==> config.mk <==
export PLATFORM = sky130hd
export DESIGN_NAME = div_ctrl_flat
export DESIGN_NICKNAME = d
export VERILOG_FILES = /design/src/rtl/div_if.sv /design/src/rtl/div_ctrl.sv /design/src/flat_wrapper.sv
export SDC_FILE = /design/constraint.sdc
export NUM_CORES = 1
export LEC_CHECK = 0
export BUFFER_PORTS_ARGS = -buffer_cell sky130_fd_sc_hd__buf_4
export CAP_MARGIN = 25
export CORE_MARGIN = 1
export CORE_UTILIZATION = 42
export DETAILED_ROUTE_END_ITERATION = 12
export PLACE_DENSITY = 0.63
export SLEW_MARGIN = 20
export SYNTH_ARGS = -nofsm -noshare
export SYNTH_HDL_FRONTEND = slang
export SYNTH_SLANG_ARGS = --single-unit
==> constraint.sdc <==
create_clock -name clk -period 5.46 [get_ports clk]
set_input_delay 0.819 -clock clk [delete_from_list [all_inputs] [get_ports clk]]
set_output_delay 0.819 -clock clk [all_outputs]
set_load 0.02 [all_outputs]
==> src/rtl/div_if.sv <==
// Request/response bundle between the EX stage and the multi-cycle divider.
// start is level-held by the master until it sees ready; ready is held until start drops.
interface div_if;
  logic        start;
  logic        signed_div;
  logic [31:0] opdata1;
  logic [31:0] opdata2;
  logic        annul;
  logic [63:0] result;
  logic        ready;
  logic        stall;

  modport master (
    output start, signed_div, opdata1, opdata2, annul,
    input  result, ready, stall
  );

  modport slave (
    input  start, signed_div, opdata1, opdata2, annul,
    output result, ready, stall
  );
endinterface

==> src/rtl/div_ctrl.sv <==
// Multi-cycle 32/32 restoring divider: one quotient bit per cycle, signed via magnitudes
// plus a sign fix-up, result {remainder, quotient} held in END until start drops.
module div_ctrl (
  input  logic       clk,
  input  logic       rst,
  div_if.slave       bus,
  output logic [1:0] dbg_state
);

  typedef enum logic [1:0] {S_IDLE, S_BYZERO, S_ON, S_END} state_t;

  state_t      state_q, state_d;
  logic [5:0]  cnt_q, cnt_d;
  logic [64:0] work_q, work_d;
  logic [31:0] divisor_q, divisor_d;
  logic        is_signed_q, is_signed_d;
  logic        neg1_q, neg1_d;
  logic        neg2_q, neg2_d;
  logic [63:0] result_q, result_d;
  logic        ready_q, ready_d;

  logic        op_neg1, op_neg2;
  logic [31:0] mag1, mag2;
  logic [32:0] trial;
  logic        q_bit;
  logic [64:0] step_val;
  logic [31:0] quo_fix, rem_fix;

  // Datapath: operand magnitudes, one shift-subtract step, and the final sign fix-up.
  always_comb begin
    op_neg1  = bus.signed_div & bus.opdata1[31];
    op_neg2  = bus.signed_div & bus.opdata2[31];
    mag1     = op_neg1 ? (32'd0 - bus.opdata1) : bus.opdata1;
    mag2     = op_neg2 ? (32'd0 - bus.opdata2) : bus.opdata2;
    trial    = work_q[63:31] - {1'b0, divisor_q};
    // Bit 64 extends the shifted remainder so the compare stays exact.
    q_bit    = work_q[64] | ~trial[32];
    step_val = q_bit ? {trial, work_q[30:0], 1'b1} : {work_q[63:0], 1'b0};
    quo_fix  = (is_signed_q & (neg1_q ^ neg2_q)) ? (32'd0 - step_val[31:0])  : step_val[31:0];
    rem_fix  = (is_signed_q & neg1_q)            ? (32'd0 - step_val[63:32]) : step_val[63:32];
  end

  always_comb begin
    state_d     = state_q;
    cnt_d       = cnt_q;
    work_d      = work_q;
    divisor_d   = divisor_q;
    is_signed_d = is_signed_q;
    neg1_d      = neg1_q;
    neg2_d      = neg2_q;
    ready_d     = 1'b0;
    result_d    = 64'h0;
    case (state_q)
      S_IDLE: begin
        if (bus.start && !bus.annul) begin
          if (bus.opdata2 == 32'h0) begin
            state_d = S_BYZERO;
          end else begin
            state_d     = S_ON;
            cnt_d       = 6'd0;
            work_d      = {33'h0, mag1};
            divisor_d   = mag2;
            is_signed_d = bus.signed_div;
            neg1_d      = op_neg1;
            neg2_d      = op_neg2;
          end
        end
      end
      S_BYZERO: begin
        state_d = bus.annul ? S_IDLE : S_END;
        work_d  = 65'h0;
        cnt_d   = 6'd0;
      end
      S_ON: begin
        if (bus.annul) begin
          state_d = S_IDLE;
          work_d  = 65'h0;
          cnt_d   = 6'd0;
        end else begin
          work_d = step_val;
          cnt_d  = cnt_q + 6'd1;
          // The 32nd step lands directly in END with signs already fixed up.
          if (cnt_q == 6'd31) begin
            state_d = S_END;
            work_d  = {1'b0, rem_fix, quo_fix};
          end
        end
      end
      S_END: begin
        if (bus.start) begin
          ready_d  = 1'b1;
          result_d = work_q[63:0];
        end else begin
          state_d = S_IDLE;
          work_d  = 65'h0;
          cnt_d   = 6'd0;
        end
      end
      default: state_d = S_IDLE;
    endcase
  end

  always_ff @(posedge clk or posedge rst) begin
    if (rst) begin
      state_q     <= S_IDLE;
      cnt_q       <= 6'd0;
      work_q      <= 65'h0;
      divisor_q   <= 32'h0;
      is_signed_q <= 1'b0;
      neg1_q      <= 1'b0;
      neg2_q      <= 1'b0;
      result_q    <= 64'h0;
      ready_q     <= 1'b0;
    end else begin
      state_q     <= state_d;
      cnt_q       <= cnt_d;
      work_q      <= work_d;
      divisor_q   <= divisor_d;
      is_signed_q <= is_signed_d;
      neg1_q      <= neg1_d;
      neg2_q      <= neg2_d;
      result_q    <= result_d;
      ready_q     <= ready_d;
    end
  end

  assign bus.result = result_q;
  assign bus.ready  = ready_q;
  assign bus.stall  = bus.start & ~ready_q & ~bus.annul;
  assign dbg_state  = state_q;

endmodule

==> src/flat_wrapper.sv <==
// flat-port wrapper written by rule: the top's interface ports become plain ports
module div_ctrl_flat 
  (clk, rst, dbg_state, bus_start, bus_signed_div, bus_opdata1, bus_opdata2, bus_annul, bus_result, bus_ready, bus_stall);
  div_if bus_i ();
  input  logic clk;
  input  logic rst;
  output logic [1:0] dbg_state;
  input wire logic [$bits(bus_i.start)-1:0] bus_start;
  input wire logic [$bits(bus_i.signed_div)-1:0] bus_signed_div;
  input wire logic [$bits(bus_i.opdata1)-1:0] bus_opdata1;
  input wire logic [$bits(bus_i.opdata2)-1:0] bus_opdata2;
  input wire logic [$bits(bus_i.annul)-1:0] bus_annul;
  output wire logic [$bits(bus_i.result)-1:0] bus_result;
  output wire logic [$bits(bus_i.ready)-1:0] bus_ready;
  output wire logic [$bits(bus_i.stall)-1:0] bus_stall;
  assign bus_i.start = bus_start;
  assign bus_i.signed_div = bus_signed_div;
  assign bus_i.opdata1 = bus_opdata1;
  assign bus_i.opdata2 = bus_opdata2;
  assign bus_i.annul = bus_annul;
  assign bus_result = bus_i.result;
  assign bus_ready = bus_i.ready;
  assign bus_stall = bus_i.stall;
  div_ctrl u_core (.clk(clk), .rst(rst), .bus(bus_i), .dbg_state(dbg_state));
endmodule
# Word level (Yosys, flattened, before mapping)
# Index checks and enable logic that the tools add are counted.
# W data, S select, Z words.
dict set report classes {
  muxes 27
  bitwise_logic 12
  n_eq_ne 8
  n_reduce_logical 7
  n_addsub 6
}
# cell count
set op_table {}
lappend op_table {{$mux W65} 6}
lappend op_table {{$pmux W65 S4} 1}
lappend op_table {{$mux W32} 4}
lappend op_table {{$mux W64} 2}
lappend op_table {{$sub A1 B32 Y32 const A} 4}
lappend op_table {{$sub A33 B32 Y33} 1}
lappend op_table {{$logic_not A32 Y1} 1}
lappend op_table {{$mux W6} 4}
lappend op_table {{$pmux W6 S4} 1}
lappend op_table {{$mux W2} 6}
lappend op_table {{$reduce_and A3 Y1} 3}
lappend op_table {{$pmux W2 S4} 1}
lappend op_table {{$add A6 B1 Y6 const B} 1}
lappend op_table {{$and A1 B1 Y1} 6}
lappend op_table {{$eq A6 B5 Y1 const B} 1}
lappend op_table {{$eq A2 B2 Y1 const B} 2}
lappend op_table {{$ne A2 B2 Y1 const B} 2}
lappend op_table {{$not A1 Y1} 4}
lappend op_table {{$ne A3 B2 Y1 const B} 1}
lappend op_table {{$eq A2 B1 Y1 const B} 1}
lappend op_table {{$logic_not A2 Y1} 1}
lappend op_table {{$mux W1} 2}
lappend op_table {{$ne A2 B1 Y1 const B} 1}
lappend op_table {{$logic_and A1 B1 Y1} 1}
lappend op_table {{3 further kinds} 3}
dict set report word_totals {
  word_cells 69
  input_bits 69
  ff_bits 173
}

# Longest topological paths before layout
dict set report depth {
  word_depth 9
  depth_mapped 24
  mapped_depth_nobuf 21
}

# Least setup slack after synthesis
# No wires, ideal clock.
dict set report synth_path {
  path_type {flip-flop to flip-flop}
  from {register u_core.work_q[31]}
  to {register u_core.work_q[60]}
  path_slack_ns -0.284
  path_buffers 3
  t_arrival_ns 5.618
  stages_incl_launch_ff 24
  path_cell_list {dfrtp_1 > inv_1 > ha_1 > fa_1 > nand2b_1 > a21oi_1 > o21ai_1 > o311a_1 > o21ba_2 > mux2i_4 > clkbuf_1 > buf_2 > clkbuf_1 > nand2_1 > o21ai_0 > ha_1 > nand2_1 > a2111oi_0 > or3b_1 > nand2b_1 > or4_1 > nand3_1 > o21ai_0 > a221o_1}
}
dict set report synth_between {
  elab_chain_cells 9
}
# item line
set synth_rtl {}
lappend synth_rtl {{start, declared} div_ctrl.sv:14} ;# logic [64:0] work_q, work_d;
lappend synth_rtl {{start signal, assigned} div_ctrl.sv:117} ;# work_q <= work_d;
lappend synth_rtl {{$sub A33 B32 Y33} div_ctrl.sv:35} ;# trial = work_q[63:31] - {1'b0, divisor_q};
lappend synth_rtl {{$not A1 Y1} div_ctrl.sv:37} ;# q_bit = work_q[64] | ~trial[32];
lappend synth_rtl {{$or A1 B1 Y1} div_ctrl.sv:37}
lappend synth_rtl {{$mux W65 *} div_ctrl.sv:38} ;# step_val = q_bit ? {trial, work_q[30:0], 1'b1} : {work_q[63:0], 1'b0};
lappend synth_rtl {{$sub A1 B32 Y32} div_ctrl.sv:40} ;# rem_fix = (is_signed_q & neg1_q) ? (32'd0 - step_val[63:32]) : step_val[63:32];
lappend synth_rtl {{$mux W32} div_ctrl.sv:40}
lappend synth_rtl {{$mux W65 *} div_ctrl.sv:83} ;# if (cnt_q == 6'd31) begin
lappend synth_rtl {{$mux W65 *} div_ctrl.sv:75} ;# if (bus.annul) begin
lappend synth_rtl {{$pmux W65 S4 *} div_ctrl.sv:53} ;# case (state_q)
# Mark *: on every way between the ends. The rest lies on a longest branch, timed or not.
# A chain may end at the register's enable or synchronous reset.

# Worst setup path after layout
# Same ends and word-level chain as after synthesis.

==> results.cfg <==
[worst_setup_path]
r2r_start = u_core.work_q[31]
number_of_cells_on_the_worst_reg_to_reg_path = 19
setup.worst_path.end_class = flip-flop
cp_num_cells = 19
crit_path_start = u_core.work_q[31]
worst-setup-path-type = reg -> reg
worst-r2r-setup-slack_ps = 300
cpPeakStageDelay_ps = 510
critical_path.cell_chain = inv_1, ha_1, fa_1, nand2b_1, a21oi_1, o21ai_1, o311a_1, o21ba_2, mux2i_4, o21ai_0, ha_1, nand2_1, a2111oi_2, or3b_1, nand2b_1, or4_1, nand3_1, o21ai_0, a221o_1
critical_path.slowest_cell = or4_1
cp-endpoint = u_core.work_q[60]
critPathArrivalTime_ps = 5470
worstPathBufferInverterCount = 1
crit_path_max_delay_family = compound AO/OA/AOI/OAI gates
cp_data_required_time_ps = 5780
path_max_fanout = 5
worst_r2r_endpoint = u_core.work_q[60]
cp-start-kind = flip-flop

[grt]
gr-total-overflow = 0
initial_antenna_violation_count = 0
grt.total_usage_pct = 26.0
first_global_vias = 10636
grt_pass1_wl_um = 58800
largest_net_degree_at_the_start_of_global_routing = 174

[floorplanning]
std_cell_rows = 61
die_y_um = 170
floorplan.die.width_um = 170
floorplan.die_area_um2 = 28900
core_region_um2 = 27800
floorplan.initialDensity_pct = 42.7
top_level_ports = 137

[placement]
numPortBuffers = 136
placed_area_um2 = 13400
dpl.cell_count = 1905
hpwl_um = 26600
gp_congestion = 0.938

[yosys]
syn_inst = 1429
yosysSeqAreaShare_pct = 36.5
mappedNetlistArea_um2 = 11900
yosys_warnings = 0
synth_edf_count = 0
ys_async_sr_fraction_pct = 100
mappedNetlistNets = 1539
netlist-cell-type-count = 80
largest_cells_by_area_after_synthesis = dfrtp_1 36%, xnor2_1 5.8%, o21ai_0 5.5%
synthFlopType = dfrtp_1
post-synth-top-area-cell = dfrtp_1
post_synthesis_area_per_instance_um2 = 8.31
synth_largest_type_area_fraction_pct = 36.5
synth_seq_cells = 173

[run_status]
status = completed

[sta]
slew-limit-headroom_pct = 31.4
worst_hold_slack_ps = 490
fin_crit_sh_pct = 94.4
finalHoldViolCount = 0
setup_total_negative_slack_ps = 0
skew_ps = 11.1
worst-slew-pin-transition_ps = 1030
setup_viol = 0
timing.fmax_ghz = 0.194
slew_violations = 0
period_needed_ps = 5160
rsz_0062_raised_after_global_routing = no

[cts]
cts_buffer_depth = 2
cts_num_sinks = 173
worst_skew_pair.late_latency_ps = 440
cts.htree.levels = 4
cts-buffers-inserted = 17
clock_tree.root_cell = clkbuf_16
cts_hold_buf = 0
cts_tree = done
cts.reportedPaths.clkPinSlew_ps = 70

[routing]
dr.first_iter.drc_count = 864
via_count = 11146
average_wire_per_cell_in_the_routed_design_um = 18.8
via_per_inst = 5.75
detail_route.first_pass.iterations = 5
ant_nets = 0
route.final.wire_length_um = 36500
remaining_drc_errors = 0

[cells_and_area]
nNetsFinal = 1656
insertedDiodeCount = 0
mostFrequentLayoutCells = 173 x nand2_1, 173 x dfrtp_1, 168 x buf_4, 130 x o21ai_0, 116 x nor2_1
finalInstanceArea_um2 = 14000
area_growth_syn_to_layout_pct = 17.9
post_layout_nonfiller_instances = 1937
post_route_cells_drive_above_1_share_pct = 14.8

[power]
power-per-cell-area_nw_per_um2 = 370
total_leakage_power_uw = 0.00639
ir_drop_uv = 231

[flow_run]
maxCapViolations = 0

[worst_hold_path]
beginning_of_the_worst_hold_path = u_core.cnt_q[5]
worst_hold_path_type = reg -> reg
[cell usage after synthesis (5+ instances only)]
| cell | number |
|---|---|
| nand2_1 | 174 |
| dfrtp_1 | 173 |
| o21ai_0 | 131 |
| nor2_1 | 117 |
| a21oi_1 | 95 |
| xnor2_1 | 79 |
| and3_1 | 70 |
| clkbuf_1 | 62 |
| xor2_1 | 57 |
| inv_1 | 55 |
| ha_1 | 40 |
| nand3_1 | 32 |
| nor3_1 | 27 |
| mux2i_1 | 22 |
| nor4_1 | 19 |
| o221ai_1 | 17 |
| o31ai_1 | 17 |
| a31oi_1 | 16 |
| nand4_1 | 15 |
| a22oi_1 | 13 |
| nand2b_1 | 13 |
| and2_1 | 12 |
| o41ai_1 | 12 |
| or3_1 | 12 |
| or4_1 | 11 |
| a21o_1 | 9 |
| o21ai_1 | 9 |
| buf_2 | 8 |
| a211oi_1 | 7 |
| o211ai_1 | 6 |
| nor2b_1 | 5 |
| o21a_1 | 5 |
[per-stage QoR]
stage	util [%]	worst slack, ps	power, µW
2_1_floorplan	-	-12.0	3160
6_report	50.4	304	5170
5_1_grt	50.4	46.4	5510
3_5_place_dp	48.1	206	3850
3_3_place_gp	48.1	313	3840
4_1_cts	50.3	182	5160
[area by class of cell]
cell class	count	area (µm²)
Tap cell	378	473
Clock inverter	14	174
Sequential cell	173	4330
Fill cell	2712	13800
Clock buffer	18	439
Inverter	56	214
Multi-Input combinational cell	1129	7090
Timing Repair Buffer	169	1280
[state kept, by name (all words and copies together), names as in the netlist]
| signal | count |
|---|---|
| u_core.work_q | 65 |
| u_core.bus.result | 64 |
| u_core.divisor_q | 32 |
| u_core.cnt_q | 6 |
| u_core.dbg_state | 2 |
| u_core.bus.ready | 1 |
| u_core.is_signed_q | 1 |
| u_core.neg1_q | 1 |
| u_core.neg2_q | 1 |
[worst min-delay path by stage]
stage | to | slack [ps] | cells past startpoint
4_1_cts | u_core.cnt_q[5] | 490 | 1
3_3_place_gp | u_core.work_q[29] | 470 | 2
3_5_place_dp | u_core.work_q[29] | 480 | 2
6_report | u_core.cnt_q[5] | 490 | 1
2_1_floorplan | u_core.cnt_q[5] | 450 | 1
5_1_grt | u_core.cnt_q[5] | 510 | 1
[kinds of logic (layout without fill, tap and decap cells)]
kind of cell               Yosys count  in the layout  synth area share [%]
DFF                                173            173                  36.5
adders and majority gates           41             41                  4.39
muxes                               25             25                  2.23
xor gates and xnor gates           136            136                  10.0
buffers and inverters              127            257                  4.10
and+or+nand+nor                    543            543                  22.7
AOI/OAI and AO/OA                  384            384                  20.1
[timing repair]
item | in CTS | in global routing
setup endpoints to repair | 0 | 9
buffers inserted | 0 | 0
gates resized for setup | 0 | 6
[where the power goes]
part	switching, µW	leakage, µW	internal, µW
sequential	160	0.00234	1490
clock	583	0.000297	707
combinational	1470	0.00375	759
total	2210	0.00639	2960
[layer usage]
metal  global-route usage [%]  vias to the layer above  part of all wire [%]
met5                        0                        -                     0
met4                     8.19                        0                   2.3
met3                     3.09                       42                   5.2
met2                     41.1                      363                    46
met1                     36.9                     5388                    47
li1                         -                     5353                     -
No activity file was read; power rests on OpenSTA's default activity.
